### config.mk
export PLATFORM = sky130hd
export DESIGN_NAME = vga_pattern_gen
export DESIGN_NICKNAME = d
export VERILOG_FILES = /design/src/rtl/vga_pkg.sv /design/src/rtl/vga_box_mover.sv /design/src/rtl/vga_pattern_gen.sv
export SDC_FILE = /design/constraint.sdc
export NUM_CORES = 1
export LEC_CHECK = 0
export ABC_AREA = 0
export CAP_MARGIN = 40
export CORE_MARGIN = 3
export CORE_UTILIZATION = 45
export CTS_BUF_LIST = sky130_fd_sc_hd__clkbuf_2
export DETAILED_ROUTE_END_ITERATION = 7
export MAX_ROUTING_LAYER = met4
export PLACE_DENSITY_LB_ADDON = 0.3
export SYNTH_ARGS = -nofsm -noshare
export SYNTH_HDL_FRONTEND = slang
export SYNTH_HIERARCHICAL = 1
export SYNTH_SLANG_ARGS = --single-unit
### constraint.sdc
create_clock -name CLOCK_50 -period 4.3 [get_ports CLOCK_50]
set_clock_uncertainty 0.15 [all_clocks]
set_input_delay 0.86 -clock CLOCK_50 [delete_from_list [all_inputs] [get_ports CLOCK_50]]
set_output_delay 0.86 -clock CLOCK_50 [all_outputs]
set_load 0.05 [all_outputs]
### src/rtl/vga_pkg.sv
// Shared constants and types for the VGA pattern pipeline: screen size, mode codes, box direction, colours.
// Pure declarations, no logic.
// No handshake involved.
package vga_pkg;

  localparam int H_ACTIVE = 640;
  localparam int V_ACTIVE = 480;

  localparam logic [2:0] MODE_BLACK   = 3'd0;
  localparam logic [2:0] MODE_WHITE   = 3'd1;
  localparam logic [2:0] MODE_BARS    = 3'd2;
  localparam logic [2:0] MODE_CHECKER = 3'd3;
  localparam logic [2:0] MODE_HGRAD   = 3'd4;
  localparam logic [2:0] MODE_VGRAD   = 3'd5;
  localparam logic [2:0] MODE_BOX     = 3'd6;
  localparam logic [2:0] MODE_CYCLE   = 3'd7;

  // Bit 1 selects LEFT on x, bit 0 selects UP on y.
  typedef enum logic [1:0] {
    RIGHT_DOWN = 2'b00,
    RIGHT_UP   = 2'b01,
    LEFT_DOWN  = 2'b10,
    LEFT_UP    = 2'b11
  } dir_t;

  typedef struct packed {
    logic [7:0] r;
    logic [7:0] g;
    logic [7:0] b;
  } rgb_t;

  localparam rgb_t RGB_BLACK = 24'h000000;
  localparam rgb_t RGB_WHITE = 24'hFFFFFF;
  localparam rgb_t RGB_RED   = 24'hFF0000;
  localparam logic [7:0] BOX_BG_B = 8'h80;

  function automatic logic [7:0] expand_bit(input logic b);
    return {8{b}};
  endfunction

endpackage

### src/rtl/vga_box_mover.sv
// Per-frame animation state: bouncing-box position, direction per axis, and an 8-bit frame counter.
// Updates one clock after a qualified step pulse.
// No backpressure; step is a single-cycle strobe.
module vga_box_mover
  import vga_pkg::*;
#(
  parameter int BOX_SIZE = 32
) (
  input  logic       clk,
  input  logic       rst_n,
  input  logic       step,
  output logic [9:0] box_x,
  output logic [9:0] box_y,
  output logic [7:0] frame_cnt
);

  localparam logic [9:0] X_MAX = 10'(H_ACTIVE - BOX_SIZE);
  localparam logic [9:0] Y_MAX = 10'(V_ACTIVE - BOX_SIZE);

  dir_t dir;
  logic next_left;
  logic next_up;

  // A flip happens on the same step that reaches the limit, so the box never overshoots.
  always_comb begin
    next_left = dir[1] ? (box_x != 10'd0) : (box_x == X_MAX);
    next_up   = dir[0] ? (box_y != 10'd0) : (box_y == Y_MAX);
  end

  always_ff @(posedge clk) begin
    if (!rst_n) begin
      box_x     <= 10'd0;
      box_y     <= 10'd0;
      dir       <= RIGHT_DOWN;
      frame_cnt <= 8'd0;
    end else if (step) begin
      box_x     <= next_left ? box_x - 10'd1 : box_x + 10'd1;
      box_y     <= next_up   ? box_y - 10'd1 : box_y + 10'd1;
      dir       <= dir_t'({next_left, next_up});
      frame_cnt <= frame_cnt + 8'd1;
    end
  end

endmodule

### src/rtl/vga_pattern_gen.sv
// Test-pattern pixel source driving the VGA pins; optional red border under PATTERN_BORDER_EN.
// Latency: 2 pix_en strobes from coordinates/sync/active to RGB, sync and blank.
// No backpressure; every register holds while pix_en is low.
module vga_pattern_gen
  import vga_pkg::*;
#(
  parameter int BOX_SIZE = 32,
  parameter int BAR_W    = 80
) (
  input  logic       CLOCK_50,
  input  logic       KEY,
  input  logic       pix_en,
  input  logic [9:0] hcount,
  input  logic [9:0] vcount,
  input  logic       active_in,
  input  logic       hs_in,
  input  logic       vs_in,
  input  logic       frame_start,
  input  logic [2:0] SW,
  output logic [7:0] VGA_R,
  output logic [7:0] VGA_G,
  output logic [7:0] VGA_B,
  output logic       VGA_HS,
  output logic       VGA_VS,
  output logic       VGA_BLANK_N
);

  logic       frame_step;
  logic [2:0] mode;
  logic       started;
  logic [9:0] box_x;
  logic [9:0] box_y;
  logic [7:0] frame_cnt;

  assign frame_step = pix_en & frame_start;

  vga_box_mover #(.BOX_SIZE(BOX_SIZE)) u_box (
    .clk       (CLOCK_50),
    .rst_n     (KEY),
    .step      (frame_step),
    .box_x     (box_x),
    .box_y     (box_y),
    .frame_cnt (frame_cnt)
  );

  // Mode only changes at a frame boundary; output stays blank until the first frame after reset.
  always_ff @(posedge CLOCK_50) begin
    if (!KEY) begin
      mode    <= MODE_BLACK;
      started <= 1'b0;
    end else if (frame_step) begin
      mode    <= SW;
      started <= 1'b1;
    end
  end

  logic [9:0] bar_idx;
  logic       in_box;
  rgb_t       pat;
  rgb_t       pat_sel;

  assign bar_idx = hcount / 10'(BAR_W);
  assign in_box  = ({1'b0, hcount} >= {1'b0, box_x}) &&
                   ({1'b0, hcount} <  {1'b0, box_x} + 11'(BOX_SIZE)) &&
                   ({1'b0, vcount} >= {1'b0, box_y}) &&
                   ({1'b0, vcount} <  {1'b0, box_y} + 11'(BOX_SIZE));

  always_comb begin
    pat = RGB_BLACK;
    case (mode)
      MODE_BLACK:   pat = RGB_BLACK;
      MODE_WHITE:   pat = RGB_WHITE;
      MODE_BARS:    pat = '{expand_bit(bar_idx[2]), expand_bit(bar_idx[1]), expand_bit(bar_idx[0])};
      MODE_CHECKER: pat = (hcount[5] ^ vcount[5]) ? RGB_WHITE : RGB_BLACK;
      MODE_HGRAD:   pat = '{hcount[9:2], hcount[9:2], hcount[9:2]};
      MODE_VGRAD:   pat = '{vcount[8:1], vcount[8:1], vcount[8:1]};
      MODE_BOX:     pat = in_box ? RGB_WHITE : '{8'h00, 8'h00, BOX_BG_B};
      MODE_CYCLE:   pat = '{frame_cnt, ~frame_cnt, BOX_BG_B};
      default:      pat = RGB_BLACK;
    endcase
  end

`ifdef PATTERN_BORDER_EN
  logic on_border;
  assign on_border = (hcount == 10'd0) || (hcount == 10'(H_ACTIVE - 1)) ||
                     (vcount == 10'd0) || (vcount == 10'(V_ACTIVE - 1));
  always_comb begin
    pat_sel = pat;
    if (on_border) pat_sel = RGB_RED;
  end
`else
  always_comb begin
    pat_sel = pat;
  end
`endif

  rgb_t pat_s1;
  logic act_s1, hs_s1, vs_s1;
  rgb_t rgb_s2;
  logic act_s2, hs_s2, vs_s2;

  always_ff @(posedge CLOCK_50) begin
    if (!KEY) begin
      pat_s1 <= RGB_BLACK;
      act_s1 <= 1'b0;
      hs_s1  <= 1'b1;
      vs_s1  <= 1'b1;
      rgb_s2 <= RGB_BLACK;
      act_s2 <= 1'b0;
      hs_s2  <= 1'b1;
      vs_s2  <= 1'b1;
    end else if (pix_en) begin
      pat_s1 <= pat_sel;
      act_s1 <= active_in & started;
      hs_s1  <= hs_in;
      vs_s1  <= vs_in;
      rgb_s2 <= act_s1 ? pat_s1 : RGB_BLACK;
      act_s2 <= act_s1;
      hs_s2  <= hs_s1;
      vs_s2  <= vs_s1;
    end
  end

  assign VGA_R       = rgb_s2.r;
  assign VGA_G       = rgb_s2.g;
  assign VGA_B       = rgb_s2.b;
  assign VGA_HS      = hs_s2;
  assign VGA_VS      = vs_s2;
  assign VGA_BLANK_N = act_s2;

endmodule

# Word-level counts from Yosys, hierarchy flattened
# Index checks and enable logic that the tools add are counted.
# op_classes
reduce_logical	6
eq_ne	9
order_cmp	4
n_addsub	7
n_bitwise	4
n_mux	8
div	1
# op_table
cell	count
one-hot mux 24 bit (8 select lines)	1
2-to-1 mux 24 bit	3
adder 10 x 6 -> 11 bit (second input constant)	2
< comparator 10 x 11 -> 1 bit	2
adder 10 x 1 -> 10 bit (second input constant)	2
>= comparator 10 bit	2
2-to-1 mux 10 bit	2
nonzero test 10 bit	2
subtractor 10 x 1 -> 10 bit (second input constant)	2
equality test 3 bit (second input constant)	4
divider 10 x 7 -> 10 bit (second input constant)	1
equality test 10 bit (second input constant)	1
equality test 10 x 9 -> 1 bit (second input constant)	1
adder 8 x 1 -> 8 bit (second input constant)	1
inverter 8 bit	1
equality test 3 x 2 -> 1 bit (second input constant)	2
equality test 3 x 1 -> 1 bit (second input constant)	1
logical AND 1 bit	3
zero test 3 bit	1
AND 1 bit	2
2-to-1 mux 1 bit	2
XOR 1 bit	1
# word_totals
in_bits	30
register_bits	88
wordCells	57
output_inout_bits	27

# Depth between registers and ports, before layout
# logic_depth
ltp_word	7
mapped_depth	11
mapped_depth_nobuf	11

# Modules after synthesis
# Netlist, hierarchy kept.
# by_module_without_submodules
module	area_each_um2	seq_area_each_um2	n_inst	cells_per_inst
vga_pattern_gen	3788.6	1161.1	1	472
vga_box_mover	1926.8	600.6	1	221

# Least setup slack after synthesis
# Ideal clock, no wire load.
# synth_path
path_kind	flip-flop to flip-flop
from	register u_box.box_x[1]
to	register u_box.box_x[6]
path_slack_ns	1.134
n_path_buf	0
path_stages_with_launch	11
setup_ns	0.117
t_arrival_ns	2.899
required_time_ns	4.033
period_less_slack_ns	3.166
path_cell_list	dfxtp_1 nor4_4 a41oi_1 a311oi_2 ha_1 nor2b_1 o21ai_0 a21boi_0 o21a_1 or3_1 a32o_1
# synth_via
elab_chain_len	3
word_cells_on_any_way	6
classes_between	add/sub (2); eq/ne (1); mux (2); reduce/logical (1)
# synth_rtl
element	line_no	text
from (decl)	vga_box_mover.sv:12	output logic [9:0] box_x,
from (signal assigned)	vga_box_mover.sv:37	box_x <= next_left ? box_x - 10'd1 : box_x + 10'd1;
equality test 10 bit / nonzero test 10 bit (equally long branches)	vga_box_mover.sv:26	next_left = dir[1] ? (box_x != 10'd0) : (box_x == X_MAX);
2-to-1 mux 1 bit *	vga_box_mover.sv:26	
via u_box.next_left	vga_box_mover.sv:21	logic next_left;
2-to-1 mux 10 bit *	vga_box_mover.sv:37	
# Mark *: on every way through the listed nets, which the timed path passes. The rest lies on a longest branch.
# A chain may end at the register's enable or synchronous reset.

# Final worst setup path
# layout_path
from	register u_box.box_x[7]
to	register u_box.box_x[6]
# Same word-level chain as after synthesis.

==> qor.csv <==
stage,metric,value,unit
outcome,result of the run,"finished, final reports clean",
worst_setup_path,category of the worst setup path launch point,flop,
timing,headroom to the max-slew limit,42.6,%
clock_tree,clock transition time at the flip-flop clock pins of the worst setup and hold paths,0.27,ns
drt,DR iter-0 viols,329,
worst_setup_path,most used cell along the critical path,sky130_fd_sc_hd__o21ai_0,
power_and_ir_drop,Lkg Pwr,2.37,nW
finish,signed area change from the synthesized netlist to the final layout,13.5,%
placement,minimum setup slack after placement,0.745,ns
clock_tree,TritonCTS clock tree,done,
synthesis,list of most frequent post-synthesis cells,"88 x sky130_fd_sc_hd__dfxtp_1, 82 x sky130_fd_sc_hd__nor2b_1, 60 x sky130_fd_sc_hd__nor2_1",
die,Total Die Area,14100,sq um
die,die span in y,119,microns
clock_tree,insertion delay to the later sink of the worst-skew pair,0.60,ns
hold_path,class of the tightest hold or removal check,flop to flop,
clock_tree,clock tree root driver cell,sky130_fd_sc_hd__clkbuf_2,
timing,accumulated negative setup slack,0,ns
drt,"wirelength, routed",14300,microns
power_and_ir_drop,peak supply drop,0.105,mV
clock_tree,CTS HTree Levels,3,
hold_path,cell depth of the worst hold path,2,
synthesis,most used standard cell by instance count after synthesis,sky130_fd_sc_hd__dfxtp_1,
synthesis,Seq cells post-synth,88,
die,Core Rows,40,
synthesis,Mapped Cells,693,
drt,Wirelength per Cell,15.8,microns
drt,"antenna viol nets, final",0,
synthesis,leading cell types by total area after synthesis,"sky130_fd_sc_hd__dfxtp_1 31%, sky130_fd_sc_hd__ha_1 11%, sky130_fd_sc_hd__nor2b_1 9.0%",
worst_setup_path,data required time of the critical path,4.66,ns
synthesis,total number of yosys warnings,6,
finish,Fill cells,1196,
timing,peak clock frequency supported by timing,305,MHz
worst_setup_path,delay of the slowest cell on the worst path,0.47,ns
worst_setup_path,cells along the critical path,nor3_1 > a41oi_1 > a311oi_2 > buf_4 > inv_1 > fa_1 > nor2b_1 > o21ai_0 > a21boi_0 > o21a_1 > o21ai_0 > a32o_1,
synthesis,area share of the largest cell type after synthesis,30.8,%
global_route,via count of the first global-routing pass,4866,
timing,number of hold violations in the final report,0,
clock_tree,# clock sinks,88,
finish,"Net count, final",813,
clock_tree,Resize count post-CTS,0,
run,reported max-cap violation count,0,
timing,RSZ-0062 raised after global routing,no,
worst_setup_path,worst reg-to-reg path cell count,12,
worst_setup_path,critical path class,flop to flop,
timing,Worst Tran Pin Value,0.861,ns
die,core region area,12200,sq um
synthesis,Post-synth EDFFs,0,
finish,Antenna Cells,0,
global_route,first-pass GRT wire length,23900,microns
global_route,number of antenna violations at the first check in global routing,0,
hold_path,worst hold endpoint,act_s1,
synthesis,Synth cell types,59,
drt,total via count after detailed routing,5081,
synthesis,Post-Syn Area per Cell,8.25,sq um
timing,count of final max-slew check failures,0,
worst_setup_path,reg-to-reg endpoint,u_box/box_x[6],
synthesis,Post-Syn Area,5720,sq um
synthesis,post-synth top area cell,sky130_fd_sc_hd__dfxtp_1,
die,number of top-level design ports,57,
finish,layout cell share with drive strength beyond 1,5.70,%
clock_tree,worst-case clock buffer depth,2,
global_route,global route total overflow,0,
timing,share of the clock period used by the worst path,76.1,%
timing,endpoints failing setup,0,
worst_setup_path,data arrival time of the critical path,3.64,ns
placement,final HPWL from detailed placement,10500,microns
drt,DRC violations left,0,
placement,I/O Buffers,56,
synthesis,primary flip-flop cell chosen by synthesis mapping,sky130_fd_sc_hd__dfxtp_1,
hold_path,launch point of the worst hold path,started,
clock_tree,CTS buffer count,9,
clock_tree,buffers inserted by post-CTS timing repair,0,
drt,drt first pass iters,5,
synthesis,net count of the mapped netlist,774,
die,Initial Utilization,46.8,%
timing,"crit path setup slack, layout",1.03,ns
clock_tree,hold buffer count at CTS,0,
timing,Final min period,3.27,ns
worst_setup_path,master of the slowest instance on the critical path,sky130_fd_sc_hd__dfxtp_1,
worst_setup_path,kind of end point of the critical path,flop,
global_route,pin count of the biggest net entering global routing,63,
placement,routability congestion estimate from global placement,0.921,
worst_setup_path,worst r2r src,u_box/box_x[7],
drt,routed via count divided by cell count,5.61,
global_route,overall track demand over capacity in global routing,20.9,%
synthesis,portion of the post-synthesis area used by sequential elements,30.8,%
power_and_ir_drop,power per cell area,223,nW/um^2
die,Die Wd,119,microns
worst_setup_path,largest fanout on the critical path,12,
worst_setup_path,r2r setup slk,1.03,ns
synthesis,share of flip-flops with an asynchronous set or reset after synthesis,0,%
-- area by class of cell --
cell class	instances	area, sq um	share of cell area (%)
clock buffer	10	50.0	0.772
clock inverter	6	51.3	0.791
inverter	40	150	2.32
multi-input combinational	531	3660	56.5
sequential	88	1760	27.2
tap	168	210	3.24
timing repair buffer	62	601	9.26
-- metal layers --
| layer | track usage [%] | wire [microns] | vias up |
|---|---|---|---|
| met5 | - | 0 | - |
| li1 | - | - | 2536 |
| met2 | 34.2 | 6840 | 123 |
| met4 | 7.24 | 295 | 0 |
| met3 | 3.16 | 665 | 19 |
| met1 | 26.3 | 6460 | 2403 |
-- power by group --
part | total (mW) | switching (mW) | leakage, nW | internal (mW)
Clock | 0.394 | 0.308 | 0.0631 | 0.0860
Combinational | 0.208 | 0.120 | 1.59 | 0.0880
Sequential | 0.846 | 0.0156 | 0.711 | 0.830
Total | 1.45 | 0.443 | 2.37 | 1.00
-- worst max-delay path: cells and delay by family, from the launching register on --
kind / cells / cell delay, ns
fa+ha+maj: 1 / 0.39
buf+inv: 2 / 0.31
flops: 1 / 0.47
compound gates: 7 / 1.37
simple gates: 2 / 0.53
-- cell usage in the layout, fill, tap and decap left out, drive strengths merged, types with 7 or more instances in the layout --
master / synthesis / routed
a211oi: 10 / 10
a21o: 9 / 9
a21oi: 53 / 53
a31oi: 28 / 28
buf: 5 / 7
clkbuf: 29 / 10
clkdlybuf4s50: 0 / 55
dfxtp: 88 / 88
ha: 49 / 49
inv: 38 / 40
mux2i: 20 / 20
nand2: 32 / 32
nand2b: 11 / 11
nand3: 12 / 12
nand4: 7 / 7
nor2: 60 / 60
nor2b: 82 / 82
nor3: 20 / 20
o21a: 14 / 14
o21ai: 43 / 43
xnor2: 14 / 14
-- cells by family after synthesis --
| logic type | synth area share [%] |
|---|---|
| mux | 3.50 |
| simple gates | 23.5 |
| buf+inv | 5.12 |
| compound gates | 22.6 |
| xor+xnor | 3.06 |
| fa+ha+maj | 11.4 |
| flops | 30.8 |
-- flip-flops by register name, indices dropped and copies added, names as in the netlist --
name and flops:
pat_s1 24, u_box/box_x 10, u_box/box_y 10, VGA_B 8
VGA_G 8, VGA_R 8, u_box/frame_cnt 8, mode 3
u_box/dir 2, VGA_BLANK_N 1, VGA_HS 1, VGA_VS 1
act_s1 1, hs_s1 1, started 1, vs_s1 1
-- worst max-delay path by stage --
stage                         from        endpoint  slack (ns)
finish              u_box/box_x[7]  u_box/box_x[6]        1.03
global route        u_box/box_y[2]  u_box/box_y[8]        0.78
CTS                 u_box/box_y[0]  u_box/box_y[6]        1.05
detailed placement       hcount[5]      pat_s1[18]        0.75
global placement         hcount[6]      pat_s1[20]        0.81
floorplan           u_box/box_x[1]  u_box/box_x[6]        1.13
-- metrics by stage --
stage,util [%],total power [mW],area (sq um),instances,hold WS [ns]
after floorplan,-,0.992,5720,693,0.291
after global placement,52.3,1.06,6380,889,0.300
after detailed placement,52.3,1.07,6380,889,0.311
after CTS,53.1,1.46,6480,905,0.331
after global routing,53.1,1.52,6480,905,0.385
final,53.1,1.45,6480,905,0.323
No activity file was read; power rests on OpenSTA's default activity.
